### src/rtl/keypad_emulator.sv
// keypad_emulator
// Stands in for a physical 4x4 keypad: takes a key code over a ready/send
// handshake and answers the scanner's column strobes by pulling the matching
// row low for HOLD_SCANS whole scans, then stays released for RELEASE_SCANS
// scans before pulsing done.
//
// Ports
//   clk    in   system clock, rising edge
//   reset  in   asynchronous active-high reset
//   key    in   [3:0] key code, sampled when send is accepted
//   send   in   press request, accepted while ready
//   ready  out  high in IDLE only
//   col    in   [3:0] scanner column strobe, one-hot active-low
//   row    out  [3:0] row response, active-low (combinational from col)
//   busy   out  high from acceptance until done
//   done   out  one-cycle pulse after the release phase
module keypad_emulator #(
  parameter int unsigned HOLD_SCANS    = 8,
  parameter int unsigned RELEASE_SCANS = 8
) (
  input  logic       clk,
  input  logic       reset,
  input  logic [3:0] key,
  input  logic       send,
  output logic       ready,
  input  logic [3:0] col,
  output logic [3:0] row,
  output logic       busy,
  output logic       done
);

  localparam int unsigned MAX_SCANS = (HOLD_SCANS > RELEASE_SCANS) ? HOLD_SCANS : RELEASE_SCANS;
  localparam int unsigned CNT_W     = $clog2(MAX_SCANS) + 1;
  localparam logic [3:0]  COL0      = 4'b1110;

  typedef enum logic [2:0] {
    S_IDLE,
    S_SYNC,
    S_PRESS,
    S_RELEASE,
    S_DONE
  } state_t;

  state_t           r_state;
  state_t           w_state_nxt;
  logic [CNT_W-1:0] r_cnt;
  logic [CNT_W-1:0] w_cnt_nxt;
  logic [3:0]       r_col_q;
  logic [1:0]       r_tr;
  logic [1:0]       r_tc;
  logic             r_ready;
  logic             r_busy;
  logic             r_done;
  logic             w_bnd;
  logic             w_col_valid;
  logic [3:0]       w_col_n;
  logic             w_pressing;
  logic             w_accept;
  logic [3:0]       w_target;

  // Key code -> {row, col} position on the keypad face
  function automatic logic [3:0] decode_key(input logic [3:0] k);
    logic [3:0] rc;
    case (k)
      4'h1: rc = {2'd0, 2'd0};
      4'h2: rc = {2'd0, 2'd1};
      4'h3: rc = {2'd0, 2'd2};
      4'hA: rc = {2'd0, 2'd3};
      4'h4: rc = {2'd1, 2'd0};
      4'h5: rc = {2'd1, 2'd1};
      4'h6: rc = {2'd1, 2'd2};
      4'hB: rc = {2'd1, 2'd3};
      4'h7: rc = {2'd2, 2'd0};
      4'h8: rc = {2'd2, 2'd1};
      4'h9: rc = {2'd2, 2'd2};
      4'hC: rc = {2'd2, 2'd3};
      4'h0: rc = {2'd3, 2'd0};
      4'hF: rc = {2'd3, 2'd1};
      4'hE: rc = {2'd3, 2'd2};
      default: rc = {2'd3, 2'd3};  // 4'hD
    endcase
    return rc;
  endfunction

  assign w_accept = (r_state == S_IDLE) && send;
  assign w_target = decode_key(key);

  // A scan starts when column 0 becomes active
  assign w_bnd = (col == COL0) && (r_col_q != COL0);

  // Valid strobe: exactly one low bit
  assign w_col_n     = ~col;
  assign w_col_valid = (w_col_n != 4'd0) && ((w_col_n & (w_col_n - 4'd1)) == 4'd0);

  assign w_pressing = (r_state == S_PRESS);

  // Same-cycle row response so the scanner sees it while it drives the column
  always_comb begin
    row = 4'hF;
    if (w_pressing && w_col_valid && !col[r_tc]) begin
      row[r_tr] = 1'b0;
    end
  end

  // State, counter and registered status outputs
  always_ff @(posedge clk or posedge reset) begin
    if (reset) begin
      r_state <= S_IDLE;
      r_cnt   <= '0;
      r_col_q <= COL0;
      r_tr    <= 2'd0;
      r_tc    <= 2'd0;
      r_ready <= 1'b1;
      r_busy  <= 1'b0;
      r_done  <= 1'b0;
    end else begin
      r_state <= w_state_nxt;
      r_cnt   <= w_cnt_nxt;
      r_col_q <= col;
      if (w_accept) begin
        {r_tr, r_tc} <= w_target;
      end
      r_ready <= (w_state_nxt == S_IDLE);
      r_busy  <= (w_state_nxt == S_SYNC) || (w_state_nxt == S_PRESS) || (w_state_nxt == S_RELEASE);
      r_done  <= (w_state_nxt == S_DONE);
    end
  end

  // Next-state logic: phases advance only on scan boundaries
  always_comb begin
    w_state_nxt = r_state;
    w_cnt_nxt   = r_cnt;
    case (r_state)
      S_IDLE: begin
        if (send) begin
          w_state_nxt = S_SYNC;
        end
      end
      S_SYNC: begin
        if (w_bnd) begin
          w_state_nxt = S_PRESS;
          w_cnt_nxt   = '0;
        end
      end
      S_PRESS: begin
        if (w_bnd) begin
          if (r_cnt == CNT_W'(HOLD_SCANS - 1)) begin
            w_state_nxt = S_RELEASE;
            w_cnt_nxt   = '0;
          end else begin
            w_cnt_nxt = r_cnt + CNT_W'(1);
          end
        end
      end
      S_RELEASE: begin
        if (w_bnd) begin
          if (r_cnt == CNT_W'(RELEASE_SCANS - 1)) begin
            w_state_nxt = S_DONE;
            w_cnt_nxt   = '0;
          end else begin
            w_cnt_nxt = r_cnt + CNT_W'(1);
          end
        end
      end
      S_DONE: begin
        w_state_nxt = S_IDLE;
      end
      default: begin
        w_state_nxt = S_IDLE;
        w_cnt_nxt   = '0;
      end
    endcase
  end

  assign ready = r_ready;
  assign busy  = r_busy;
  assign done  = r_done;

endmodule
### config.mk
export PLATFORM = sky130hd
export DESIGN_NAME = keypad_emulator
export DESIGN_NICKNAME = d
export VERILOG_FILES = /design/src/rtl/keypad_emulator.sv
export SDC_FILE = /design/constraint.sdc
export NUM_CORES = 1
export LEC_CHECK = 0
export ABC_AREA = 1
export CORE_ASPECT_RATIO = 0.8
export CORE_MARGIN = 4
export CORE_UTILIZATION = 30
export CTS_BUF_LIST = sky130_fd_sc_hd__clkbuf_4
export CTS_CLUSTER_SIZE = 16
export DETAILED_ROUTE_END_ITERATION = 7
export PLACE_DENSITY = 0.57
export SLEW_MARGIN = 40
export SYNTH_ARGS = -nofsm -noshare
export SYNTH_HDL_FRONTEND = slang
export SYNTH_SLANG_ARGS = --single-unit
export TNS_END_PERCENT = 5
### constraint.sdc
create_clock -name clk -period 1.24 [get_ports clk]
set_input_delay 0.124 -clock clk [delete_from_list [all_inputs] [get_ports clk]]
set_output_delay 0.124 -clock clk [all_outputs]
set_load 0.02 [all_outputs]
; Word-level counts from Yosys, hierarchy flattened
; Memory sizes are Yosys's and may differ from the RTL's. A register that Yosys moved wholly into a read port is not among the register bits.
; Index checks and enable logic that the tools add are counted.
[op_classes]
bitwise = 4
reduce_logical = 16
n_shift = 0
mul = 0
n_addsub = 2
n_mux = 16
magnitude_cmp = 3
n_div = 0
n_eq_ne = 13
[op_table]
columns = op, n
row1 = 3-bit two-way mux, 6
row2 = 4-bit two-way mux, 4
row3 = 3-bit by 2-bit equality test with 1-bit output (second input constant), 4
row4 = 3-bit case mux with 4 select lines, 1
row5 = 4-bit case mux with 3 select lines, 1
row6 = 4-bit NOT, 2
row7 = 3-bit by 1-bit equality test with 1-bit output (second input constant), 2
row8 = 3-bit equality test (second input constant), 2
row9 = 1-bit logical AND, 6
row10 = 3-bit logical NOT, 2
row11 = 2-bit by 3-bit < comparator with 1-bit output (second input constant), 2
row12 = 4-bit by 1-bit adder with 4-bit output (second input constant), 1
row13 = 4-bit bitwise AND, 1
row14 = 4-bit by 3-bit equality test with 1-bit output (second input constant), 1
row15 = 4-bit equality test (second input constant), 1
row16 = 4-bit logical NOT, 1
row17 = 4-bit != test (second input constant), 1
row18 = 4-bit nonzero test, 1
row19 = 2-bit OR reduction, 2
row20 = 4-bit by 1-bit subtractor with 4-bit output (second input constant), 1
row21 = 3-bit AND reduction, 1
row22 = 1-bit binary-select mux with 2-bit select, 1
row23 = 1-bit demux with 2-bit select, 1
row24 = 2-bit by 1-bit >= comparator with 1-bit output (second input constant), 1
row25 = other kinds (6), 8
[word_totals]
reg_bits = 14
latchBits = 0
output_inout_bits = 7
word_cells = 61
mem_bits_rw = 0
mem_bits_ro = 64
inputBits = 11
mem_count = 1
[memory_table]
columns = memory, depth, word_bits, read_ports, rd_clocked_by_memory_dff, wr, line_no
row1 = (no name shown), 16, 4, 1, 1, 0, 64  ; case (k)

; Depth between registers and ports, before layout
; Gate-level depths: netlist (run 1).
[logic_depth]
depth_word = 8
mapped_depth = 9
depth_no_buf = 9

; Worst setup path before layout (run 1)
; No wires, ideal clock.
[synth_path]
path_kind = reg-to-output
from = register r_state[0]
to = output port row[0]
path_buffers = 0
path_stages_with_launch = 7
required_time_ns = 1.116
t_arrival_ns = 1.161
setup_slack_ns = -0.045
cell_sequence = dfrtp_1 > inv_2 > nand2_1 > nor2_1 > nand2_1 > nor3b_2 > nand4_1
[synth_via]
elab_chain_len = 4
[synth_lines]
columns = item, line_no
row1 = from (decl), 44  ; state_t r_state;
row2 = from (signal assigned), 117  ; r_state <= w_state_nxt;
row3 = 3-bit by 2-bit equality test with 1-bit output, 95  ; assign w_pressing = (r_state == S_PRESS);
row4 = 1-bit logical AND (2 in series), 100  ; if (w_pressing && w_col_valid && !col[r_tc]) begin
row5 = 4-bit two-way mux, 100
row6 = to (decl), 27  ; output logic [3:0] row,
; Every way passes these cells.

; Worst setup path in the final report (run 1)
[layout_path]
from = register r_state[0]
to = output port row[1]
; The elaborated chain is that of the path after synthesis.

==> results of run 1 <==
## worst paths after layout
kind                                      start                    to  slack [ns]
max in group asynchronous                 reset   r_tc[0]$_DFFE_PP0P_        0.70
hold / removal                            reset        busy$_DFF_PP0_        0.08
hold reg to reg            r_cnt[2]$_DFFE_PP0P_  r_cnt[2]$_DFFE_PP0P_        0.58
setup reg to reg           r_cnt[0]$_DFFE_PP0P_       ready$_DFF_PP1_       -0.15
setup / recovery           r_state[0]$_DFF_PP0_                row[1]       -0.48
min in group clk                         col[3]  r_col_q[3]$_DFF_PP1_        0.25
## layer usage
metal / global-route usage / up-vias
li1: - / 500
met3: 0.0252 / 2
met4: 0.0474 / 0
met2: 0.177 / 20
met1: 0.137 / 422
met5: 0 / -
## logic make-up (layout without fill, tap and decap cells)
family                   count (synthesis)  count (layout)
flip-flops                              18              18
AND/OR/NAND/NOR                         72              72
adder cells (fa/ha/maj)                  1               1
AO/OA/AOI/OAI                           16              16
buffers and inverters                   19              59
XOR/XNOR                                 1               1
## layout by cell type, fill, tap and decap left out, types with 2 or more instances in the layout
cell	netlist	final
clkdlybuf4s50_1	0	9
nand3_1	7	7
dfstp_2	4	4
nand3_2	2	2
nand4_1	6	6
nor2_4	3	3
inv_1	15	15
dfrtp_1	14	14
nor3_1	2	2
clkbuf_4	0	4
nor2_1	11	10
nand2_1	32	28
o211ai_1	2	2
dlygate4sd2_1	0	3
buf_4	0	19
nand2_2	4	7
a21oi_1	3	3
o21ai_1	3	3
o21ai_0	6	6
nor4_2	1	2
inv_2	4	4
nor2_2	2	3
buf_2	0	4
## stage by stage
stage	hold slack, ns	total power [W]
6_report	0.0774	0.00225
5_1_grt	0.123	0.00243
4_1_cts	0.0785	0.00227
3_5_place_dp	0.391	0.00194
3_3_place_gp	0.391	0.00190
2_1_floorplan	0.0597	0.00151
## power breakdown
part	leakage (nW)	total (W)	internal [W]	switching (W)
Clock	0.0184	0.000316	0.000147	0.000170
Combinational	0.444	0.00103	0.000446	0.000579
Sequential	0.218	0.000906	0.000782	0.000124
Total	0.681	0.00225	0.00137	0.000873
## Yosys cell counts
| master | count | area share |
|---|---|---|
| nor3_1 | 2 | 0.010 |
| inv_1 | 15 | 0.056 |
| dfstp_2 | 4 | 0.10 |
| nand2_2 | 4 | 0.025 |
| nand3_1 | 7 | 0.035 |
| o21ai_1 | 3 | 0.015 |
| a31oi_1 | 1 | 0.0062 |
| nor4_2 | 1 | 0.012 |
| nand4_1 | 6 | 0.037 |
| nor4_1 | 1 | 0.0062 |
| ha_1 | 1 | 0.012 |
| nor2_4 | 3 | 0.034 |
| inv_2 | 4 | 0.015 |
| nor2_1 | 11 | 0.041 |
| o21ai_0 | 6 | 0.030 |
| dfrtp_1 | 14 | 0.35 |
| a21oi_1 | 3 | 0.015 |
| nor3b_2 | 1 | 0.012 |
| xor2_1 | 1 | 0.0087 |
| nand2_1 | 32 | 0.12 |
| nand3_2 | 2 | 0.020 |
| nor2_2 | 2 | 0.012 |
| o211ai_1 | 2 | 0.015 |
| o311ai_1 | 1 | 0.0087 |
## sequential cells by signal, indices dropped and copies added (netlist names)
| register | flops |
|---|---|
| busy | 1 |
| r_tr | 2 |
| ready | 1 |
| r_state | 3 |
| r_col_q | 4 |
| r_tc | 2 |
| r_cnt | 4 |
| done | 1 |
## layout make-up
type                       count  share of cell area
clock buffer                   4              0.0215
sequential                    18               0.326
tap                           40              0.0359
multi-input combinational     90               0.361
inverter                      19              0.0511
timing repair buffer          36               0.204
## what timing repair did
| item | in CTS | in global routing |
|---|---|---|
| resized for setup | 28 | 2 |
| pin swaps | 3 | 3 |
| endpoints found under the setup margin | 17 | 18 |
| buffers inserted | 2 | 0 |
==> impl_results.md, run 1 <==
- CP endpoint kind: primary output
- Layout cells sized above 1: 0.335
- Leak: 0.681 nW
- Top routing layer used: met4
- TritonCTS clock tree: built
- Maximum net fanout on the critical path: 3
- Rel. slew slack: 0.793
- Outcome: complete, but fails checks
- Met3 WL: 105 um
- P per Cell Area: 1610 mW/mm^2
- Final slew viol count: 0
- Final Critical Period: 1.72 ns
- Die Width: 72.7 um
- Final period util: 1.38
- Post-synthesis simple-gate area fraction: 0.365
- RSZ-0062 raised after global routing: yes
- Largest net degree at the start of global routing: 11
- Initial cell density of the core: 0.319
- # fillers: 315
- Clock tree buffer depth: 2
- Post-Synth Adder-Cell Area: 0.0125
- Layout net count: 180
- Synth Area in XOR/XNOR: 0.00872
- Antenna-violating nets left: 0
- Cells after Synth: 127
- Most used cell, CP: nand2_1
- CP Depth: 8
- DR DRC count: 0
- Register area: 455 um^2
- DR pass1 iterations: 4
- TritonCTS buffer count: 3
- PortBufs: 17
- Path depth of the worst reg2reg path: 9
- Crit-path cells: inv_2 > nand2_1 > nor2_2 > nand2_1 > nor3b_2 > buf_4 > nand4_1 > buf_2
- Count of warnings emitted by yosys: 0
- Area of the multi-input gates: 504 um^2
- Synth cell types: 24
- Worst-Skew Late Latency: 0.28 ns
- Total number of vias: 944
- CTS Sinks: 18
- Cell family with most CP delay: simple AND/OR/NAND/NOR gates
- IO Pins: 18
- Synth Register Bits: 18
- Fmax: 583 MHz
- GRT Total Usage: 0.108
- Fin cells: 207
- Clk_skew: 0.00542 ns
- Final TNS setup: -2.39 ns
- First-pass GRT wire length: 3.73 mm
- Via-per-instance ratio: 4.56
- Final Instance Area: 0.00140 mm^2
- Worst-margin pin slew: 0.308 ns
- Routed len/inst: 10.4 um
- Mux cell area share after synthesis: 0
- Full die area: 0.00434 mm^2
- CTS H-tree depth: 1
- Worst EP arrival: 1.59 ns
- Area grow syn2layout: 38.9%
- DRT met1 WL: 1.08 mm
- Setup CP Type: flip-flop to primary output
- Gr ovfl total: 0
- DP Cell Count: 201
- Core area: 0.00315 mm^2
- N_diodes: 0
- Gp weighted congestion: 0.841
- CP required: 1.12 ns
- Final setup fails: 12
- Synthesized cell area: 0.00100 mm^2
- Metal2 WL: 938 um
- CTS root buffer: clkbuf_4
- Failing checks: setup timing
- VDD IR max: 519 uV
- Buf/Inv on CP: 3
- Pre-CTS setup slack: -0.751 ns
- Final hold viol count: 0
- Finished Core Util: 0.442
- Antenna violations before repair: 0
- Routed WL: 2.15 mm
- Number of DRC markers in iteration 0: 43
- CP Launch Type: flip-flop
- Post-synthesis compound-gate area fraction: 0.0897
- Synth Net Count: 139
- Die Y: 59.8 um
- Slowest cell on crit path: dfrtp_1
- Main combinational cell family by area after synthesis: simple AND/OR/NAND/NOR gates
- CTS clk-pin slew, worst paths: 0.10 ns
- Largest stage delay, worst path: 0.40 ns
- Syn Area/Cell: 7.91 um^2
- HP Class: input port to asynchronous set/reset pin
- # rows: 18
- CTS hold repair buffers: 0
- Seq/Total Area, Yosys: 0.453
- Final setup margin: -0.475 ns
- DP HPWL: 1.74 mm
- Number of max-cap violations: 0
- Cell Area, Placed: 0.00135 mm^2
- Vias in the first global route: 913
Power figures use the tool's default switching activity.
==> inputs of run 2 (changes only) <==
- PLACE_DENSITY: 0.57 -> 0.56
- clock period: 1.24 -> 1.88 ns (I/O delays scaled with it)
==> run 2 against run 1 <==
- the run now ends clean
- clock skew shrank 0.0048 ns
- worst hold slack better by 0.22 ns
- critical path depth is 1 lower
- power fell by 38%
- clock-buffer cell count fell by 1
- sequential power fell by 33%
==> impl_results.md, run 2 (synthesis gave the netlist of run 1 again) <==
- Outcome: completed (was complete, but fails checks)
- CTS Sinks: 18 (unchanged)
- Top routing layer used: met4 (unchanged)
- DP HPWL: 1.70 mm (was 1.74 mm)
- Clock tree buffer depth: 2 (unchanged)
- Antenna violations before repair: 0 (unchanged)
- Total number of vias: 918 (was 944)
- Gr ovfl total: 0 (unchanged)
- Sw Ratio: 0.402 (was 0.388)
- CP Launch Type: input port (was flip-flop)
- CTS H-tree depth: 1 (unchanged)
- P per Cell Area: 1070 mW/mm^2 (was 1610 mW/mm^2)
- Final setup fails: 0 (was 12)
- Largest stage delay, worst path: 0.54 ns (was 0.40 ns)
- Vias in the first global route: 888 (was 913)
- Layout cells sized above 1: 0.237 (was 0.335)
- Worst-Skew Late Latency: 0.28 ns (about the same)
- First-pass GRT wire length: 3.70 mm (was 3.73 mm)
- Crit-path cells: clkdlybuf4s50_1 > nor2_1 > nor2_1 > nand2_1 > nor3b_4 > nand4_1 > buf_2 (was inv_2 > nand2_1 > nor2_2 > nand2_1 > nor3b_2 > buf_4 > nand4_1 > buf_2)
- Top flop regs: r_cnt (4), r_col_q (4), r_state (3) (unchanged)
- Metal2 WL: 944 um (was 938 um)
- IO Pins: 18 (unchanged)
- Area grow syn2layout: 29.4% (was 38.9%)
- CTS hold repair buffers: 0 (unchanged)
- Final hold viol count: 0 (unchanged)
- CTS clk-pin slew, worst paths: 0.10 ns (about the same)
- DR DRC count: 0 (unchanged)
- Via-per-instance ratio: 4.68 (was 4.56)
- Sequential share of power: 0.434 (was 0.403)
- Initial cell density of the core: 0.319 (unchanged)
- Routed WL: 2.11 mm (was 2.15 mm)
- Buf/Inv on CP: 2 (was 3)
- Number of DRC markers in iteration 0: 27 (was 43)
- CP required: 1.69 ns (was 1.12 ns)
- Final slew viol count: 0 (unchanged)
- CTS root buffer: clkbuf_4 (unchanged)
- HP Class: input port to asynchronous set/reset pin (unchanged)
- Largest net degree at the start of global routing: 19 (was 11)
- Cell family with most CP delay: buffers and inverters (was simple AND/OR/NAND/NOR gates)
- Die Width: 72.7 um (unchanged)
- # rows: 18 (unchanged)
- Slowest cell on crit path: clkdlybuf4s50_1 (was dfrtp_1)
- TritonCTS clock tree: built (unchanged)
- Final period util: 0.917
- Routed len/inst: 10.8 um (was 10.4 um)
- Layout net count: 169 (was 180)
- Worst EP arrival: 1.54 ns (was 1.59 ns)
- Clk_skew: 0.000643 ns (was 0.00542 ns)
- CP endpoint kind: primary output (unchanged)
- # fillers: 327 (was 315)
- Leak: 0.612 nW (was 0.681 nW)
- P_sw: 0.000559 W (was 0.000873 W)
- Fmax: 580 MHz
- Cell Area, Placed: 0.00128 mm^2 (was 0.00135 mm^2)
- Most used cell, CP: nor2_1 (was nand2_1)
- Maximum net fanout on the critical path: 4 (was 3)
- Met3 WL: 109 um (was 105 um)
- Final Critical Period: 1.72 ns
- DR pass1 iterations: 4 (unchanged)
- VDD IR max: 278 uV (was 519 uV)
- GRT Total Usage: 0.109 (was 0.108)
- Finished Core Util: 0.412 (was 0.442)
- Gp weighted congestion: 0.768 (was 0.841)
- Commonest non-fill, non-tap cell in the layout: nand2_1 (unchanged)
- Worst-margin pin slew: 0.674 ns (was 0.308 ns)
- Cell internal pwr: 0.000832 W (was 0.00137 W)
- Core area: 0.00315 mm^2 (unchanged)
- Setup CP Type: input port to primary output (was flip-flop to primary output)
- TritonCTS buffer count: 3 (unchanged)
- Comb power frac: 0.428 (was 0.456)
- Rel. slew slack: 0.550 (was 0.793)
- N_diodes: 0 (unchanged)
- PortBufs: 17 (unchanged)
- Full die area: 0.00434 mm^2 (unchanged)
- Final Instance Area: 0.00130 mm^2 (was 0.00140 mm^2)
- Antenna-violating nets left: 0 (unchanged)
- Number of max-cap violations: 0 (unchanged)
- RSZ-0062 raised after global routing: no (was yes)
- DRT met1 WL: 1.03 mm (was 1.08 mm)
- Die Y: 59.8 um (unchanged)
- Clk pwr share: 0.139 (was 0.141)
- Most frequent cells in the layout: nand2_1 (32), inv_1 (15), dfrtp_1 (14) (was nand2_1 (28), buf_4 (19), inv_1 (15))
## run 2: cell types whose count changed in the layout (fill, tap and decap cells not counted), sizes merged
cell / change
buf: -11
clkbuf: -2
clkdlybuf4s50: +4
clkinv: +1
dlygate4sd2: -3
## run 2: worst paths after layout
check | start | endpoint | slack (ns) | cells after the start
max reg2reg | r_cnt[0]$_DFFE_PP0P_ | ready$_DFF_PP1_ | 0.41 | 9
max in group asynchronous | reset | r_cnt[1]$_DFFE_PP0P_ | 1.16 | 2
min | reset | r_col_q[0]$_DFF_PP0_ | 0.29 | 2
min in group clk | col[0] | r_col_q[0]$_DFF_PP0_ | 0.45 | 1
max | col[0] | row[1] | 0.16 | 7
min reg2reg | r_cnt[1]$_DFFE_PP0P_ | r_cnt[1]$_DFFE_PP0P_ | 0.53 | 2
## run 2: cell type report
class                      count  area (um^2)  area share
clock buffer                   3         22.5      0.0173
tap                           40         50.0      0.0385
sequential                    18          455       0.350
clock inverter                 1         3.75     0.00289
timing repair buffer          25          210       0.162
inverter                      19         71.3      0.0549
multi-input combinational     90          487       0.374
## run 2: power groups by stage
stage	clock [W]	sequential, W	combinational (W)
3_3_place_gp	0	0.000603	0.000577
6_report	0.000193	0.000603	0.000595
2_1_floorplan	0	0.000619	0.000379
4_1_cts	0.000201	0.000602	0.000595
5_1_grt	0.000227	0.000617	0.000678
3_5_place_dp	0	0.000608	0.000593
## run 2: stage by stage
stage          cells  hold WS (ns)  worst slack, ns  power (W)  TNS [ns]
2_1_floorplan    127         0.124            0.531   0.000998         0
3_3_place_gp     192         0.509           -0.176    0.00118    -0.696
3_5_place_dp     192         0.520           -0.262    0.00120    -0.980
4_1_cts          196         0.313           0.0585    0.00140         0
5_1_grt          196         0.346           0.0166    0.00152         0
6_report         196         0.293            0.157    0.00139         0
## run 2: timing repair
action,in CTS,in global routing
endpoints found under the setup margin,4,4
resized for setup,16,2
pin swaps,1,1
setup buffers,0,0
## run 2: per-layer routing
layer	vias to the layer above	global-route usage
li1	472	-
met1	420	0.136
met2	24	0.181
met3	2	0.0252
met4	0	0.0500
met5	-	0
==> inputs of run 3 (changes only) <==
- MAX_ROUTING_LAYER: unset -> met4
- TNS_END_PERCENT: 5 -> 1
==> run 3 against run 2 <==
- global-route usage up 0.33 points
- largest power group unchanged
- worst hold slack about the same
- core utilization unchanged
- power about the same
- highest routed layer unchanged
- non-clock buffer count unchanged
- routed wire length unchanged
- final cell count unchanged
- clock skew about the same
- setup slack unchanged
- register-to-register slack about the same
- largest cell class unchanged
==> impl_results.md, run 3 (synthesis gave the netlist of run 1 again) <==
- CTS clk-pin slew, worst paths: 0.10 ns (about the same)
- Vias in the first global route: 887 (was 888)
- Fmax: 580 MHz (unchanged)
- Largest net degree at the start of global routing: 19 (unchanged)
- CTS Sinks: 18 (unchanged)
- Final hold viol count: 0 (unchanged)
- CTS hold repair buffers: 0 (unchanged)
- Full die area: 0.00434 mm^2 (unchanged)
- Routed WL: 2.11 mm (unchanged)
- Initial cell density of the core: 0.319 (unchanged)
- DR pass1 iterations: 4 (unchanged)
- HP Class: input port to asynchronous set/reset pin (unchanged)
- Fin cells: 196 (unchanged)
- DP HPWL: 1.70 mm (unchanged)
- DR DRC count: 0 (unchanged)
- Final TNS setup: 0 ns (unchanged)
- P_sw: 0.000559 W (about the same)
- Clk_skew: 0.000644 ns (was 0.000643 ns)
- TritonCTS clock tree: built (unchanged)
- Path depth of the worst reg2reg path: 9 (unchanged)
- Die Width: 72.7 um (unchanged)
- R2R Setup Slk: 0.41 ns (about the same)
- First-pass GRT wire length: 3.71 mm (was 3.70 mm)
- Total number of vias: 918 (unchanged)
- Setup CP Type: input port to primary output (unchanged)
- CTS root buffer: clkbuf_4 (unchanged)
- Maximum net fanout on the critical path: 4 (unchanged)
- Cell internal pwr: 0.000832 W (unchanged)
- Largest stage delay, worst path: 0.54 ns (about the same)
- Worst-Skew Late Latency: 0.28 ns (about the same)
- Gp weighted congestion: 0.778 (was 0.768)
- PortBufs: 17 (unchanged)
- Layout cells sized above 1: 0.237 (unchanged)
- Final period util: 0.917 (unchanged)
- CP required: 1.69 ns (about the same)
- Clock tree buffer depth: 2 (unchanged)
- Sequential share of power: 0.434 (about the same)
- Die Y: 59.8 um (unchanged)
- R2R Path End: ready$_DFF_PP1_ (unchanged)
- CP endpoint kind: primary output (unchanged)
- Via-per-instance ratio: 4.68 (unchanged)
- Core area: 0.00315 mm^2 (unchanged)
- Number of max-cap violations: 0 (unchanged)
- Antenna-violating nets left: 0 (unchanged)
- RSZ-0062 raised after global routing: no (unchanged)
- Routed len/inst: 10.8 um (unchanged)
- Cell family with most CP delay: buffers and inverters (unchanged)
- Post-CTS setup buffer count: 0 (unchanged)
- Gr ovfl total: 0 (unchanged)
- # rows: 18 (unchanged)
- Buf/Inv on CP: 2 (unchanged)
- VDD IR max: 278 uV (about the same)
- TritonCTS buffer count: 3 (unchanged)
- DP Cell Count: 192 (unchanged)
- Top flop regs: r_cnt (4), r_col_q (4), r_state (3) (unchanged)
- Most frequent cells in the layout: nand2_1 (32), inv_1 (15), dfrtp_1 (14) (unchanged)
- Number of DRC markers in iteration 0: 27 (unchanged)
- Area grow syn2layout: 29.4% (unchanged)
- FF-to-FF Start: r_cnt[0]$_DFFE_PP0P_ (unchanged)
- Layout net count: 169 (unchanged)
- Crit-path cells: clkdlybuf4s50_1 > nor2_1 > nor2_1 > nand2_1 > nor3b_4 > nand4_1 > buf_2 (unchanged)
- CTS H-tree depth: 1 (unchanged)
- Slowest cell on crit path: clkdlybuf4s50_1 (unchanged)
- Worst-margin pin slew: 0.674 ns (about the same)
- Commonest non-fill, non-tap cell in the layout: nand2_1 (unchanged)
- GRT Total Usage: 0.113 (was 0.109)
- Clk pwr share: 0.139 (about the same)
- Rel. slew slack: 0.550 (about the same)
- P per Cell Area: 1070 mW/mm^2 (about the same)
- N_diodes: 0 (unchanged)
- Final setup fails: 0 (unchanged)
- Final slew viol count: 0 (unchanged)
- Outcome: completed (unchanged)
- Comb power frac: 0.428 (about the same)
- Antenna violations before repair: 0 (unchanged)
- Finished Core Util: 0.412 (unchanged)
- Most used cell, CP: nor2_1 (unchanged)
- IO Pins: 18 (unchanged)
- Sw Ratio: 0.402 (about the same)
- CP Launch Type: input port (unchanged)
- Final Critical Period: 1.72 ns (unchanged)
- Leak: 0.612 nW (unchanged)
- Worst EP arrival: 1.54 ns (about the same)
==> run 3: cell counts in the layout (fill, tap and decap cells not counted) <==
Identical to the previous run, type by type.
==> run 3: layer usage <==
metal  track usage  vias up  share of wire
met3        0.0252        2          0.052
li1              -      472              -
met4        0.0500        0          0.011
met1         0.136      420           0.49
met2         0.181       24           0.45
met5             -        -              0
==> run 3: worst max-delay path by stage <==
stage,start,to,slack [ns],depth (start not counted)
floorplan,r_state[0]$_DFF_PP0_,row[0],0.53,6
global placement,col[0],row[0],-0.18,7
finish,col[0],row[1],0.16,7
detailed placement,col[0],row[1],-0.26,7
global route,r_state[0]$_DFF_PP0_,row[1],0.02,7
CTS,r_state[0]$_DFF_PP0_,row[1],0.06,7
==> run 3: area by class of cell <==
cell class                 instances  area [um^2]
fill                             327         1850
clock buffer                       3         22.5
clock inverter                     1         3.75
tap                               40         50.0
inverter                          19         71.3
multi-input combinational         90          487
sequential                        18          455
timing repair buffer              25          210
==> run 3: power groups by stage <==
stage	registers (W)	clock network, W	logic (W)
final	0.000603	0.000193	0.000595
after CTS	0.000602	0.000201	0.000595
after detailed placement	0.000608	0	0.000593
after floorplan	0.000619	0	0.000379
after global placement	0.000603	0	0.000577
after global routing	0.000617	0.000227	0.000678
==> run 3: per-stage QoR <==
stage               hold slack (ns)  total power, W  worst slack (ns)  instance area [um^2]
CTS                           0.313         0.00140            0.0585                  1290
floorplan                     0.124        0.000998             0.531                  1000
finish                        0.293         0.00139             0.157                  1300
global route                  0.346         0.00152            0.0166                  1300
detailed placement            0.520         0.00120            -0.262                  1280
global placement              0.509         0.00118            -0.176                  1280
==> run 3: repair_timing <==
item	in CTS	in global routing
endpoints found under the setup margin	4	4
pin swaps	1	1
gates resized for setup	16	2
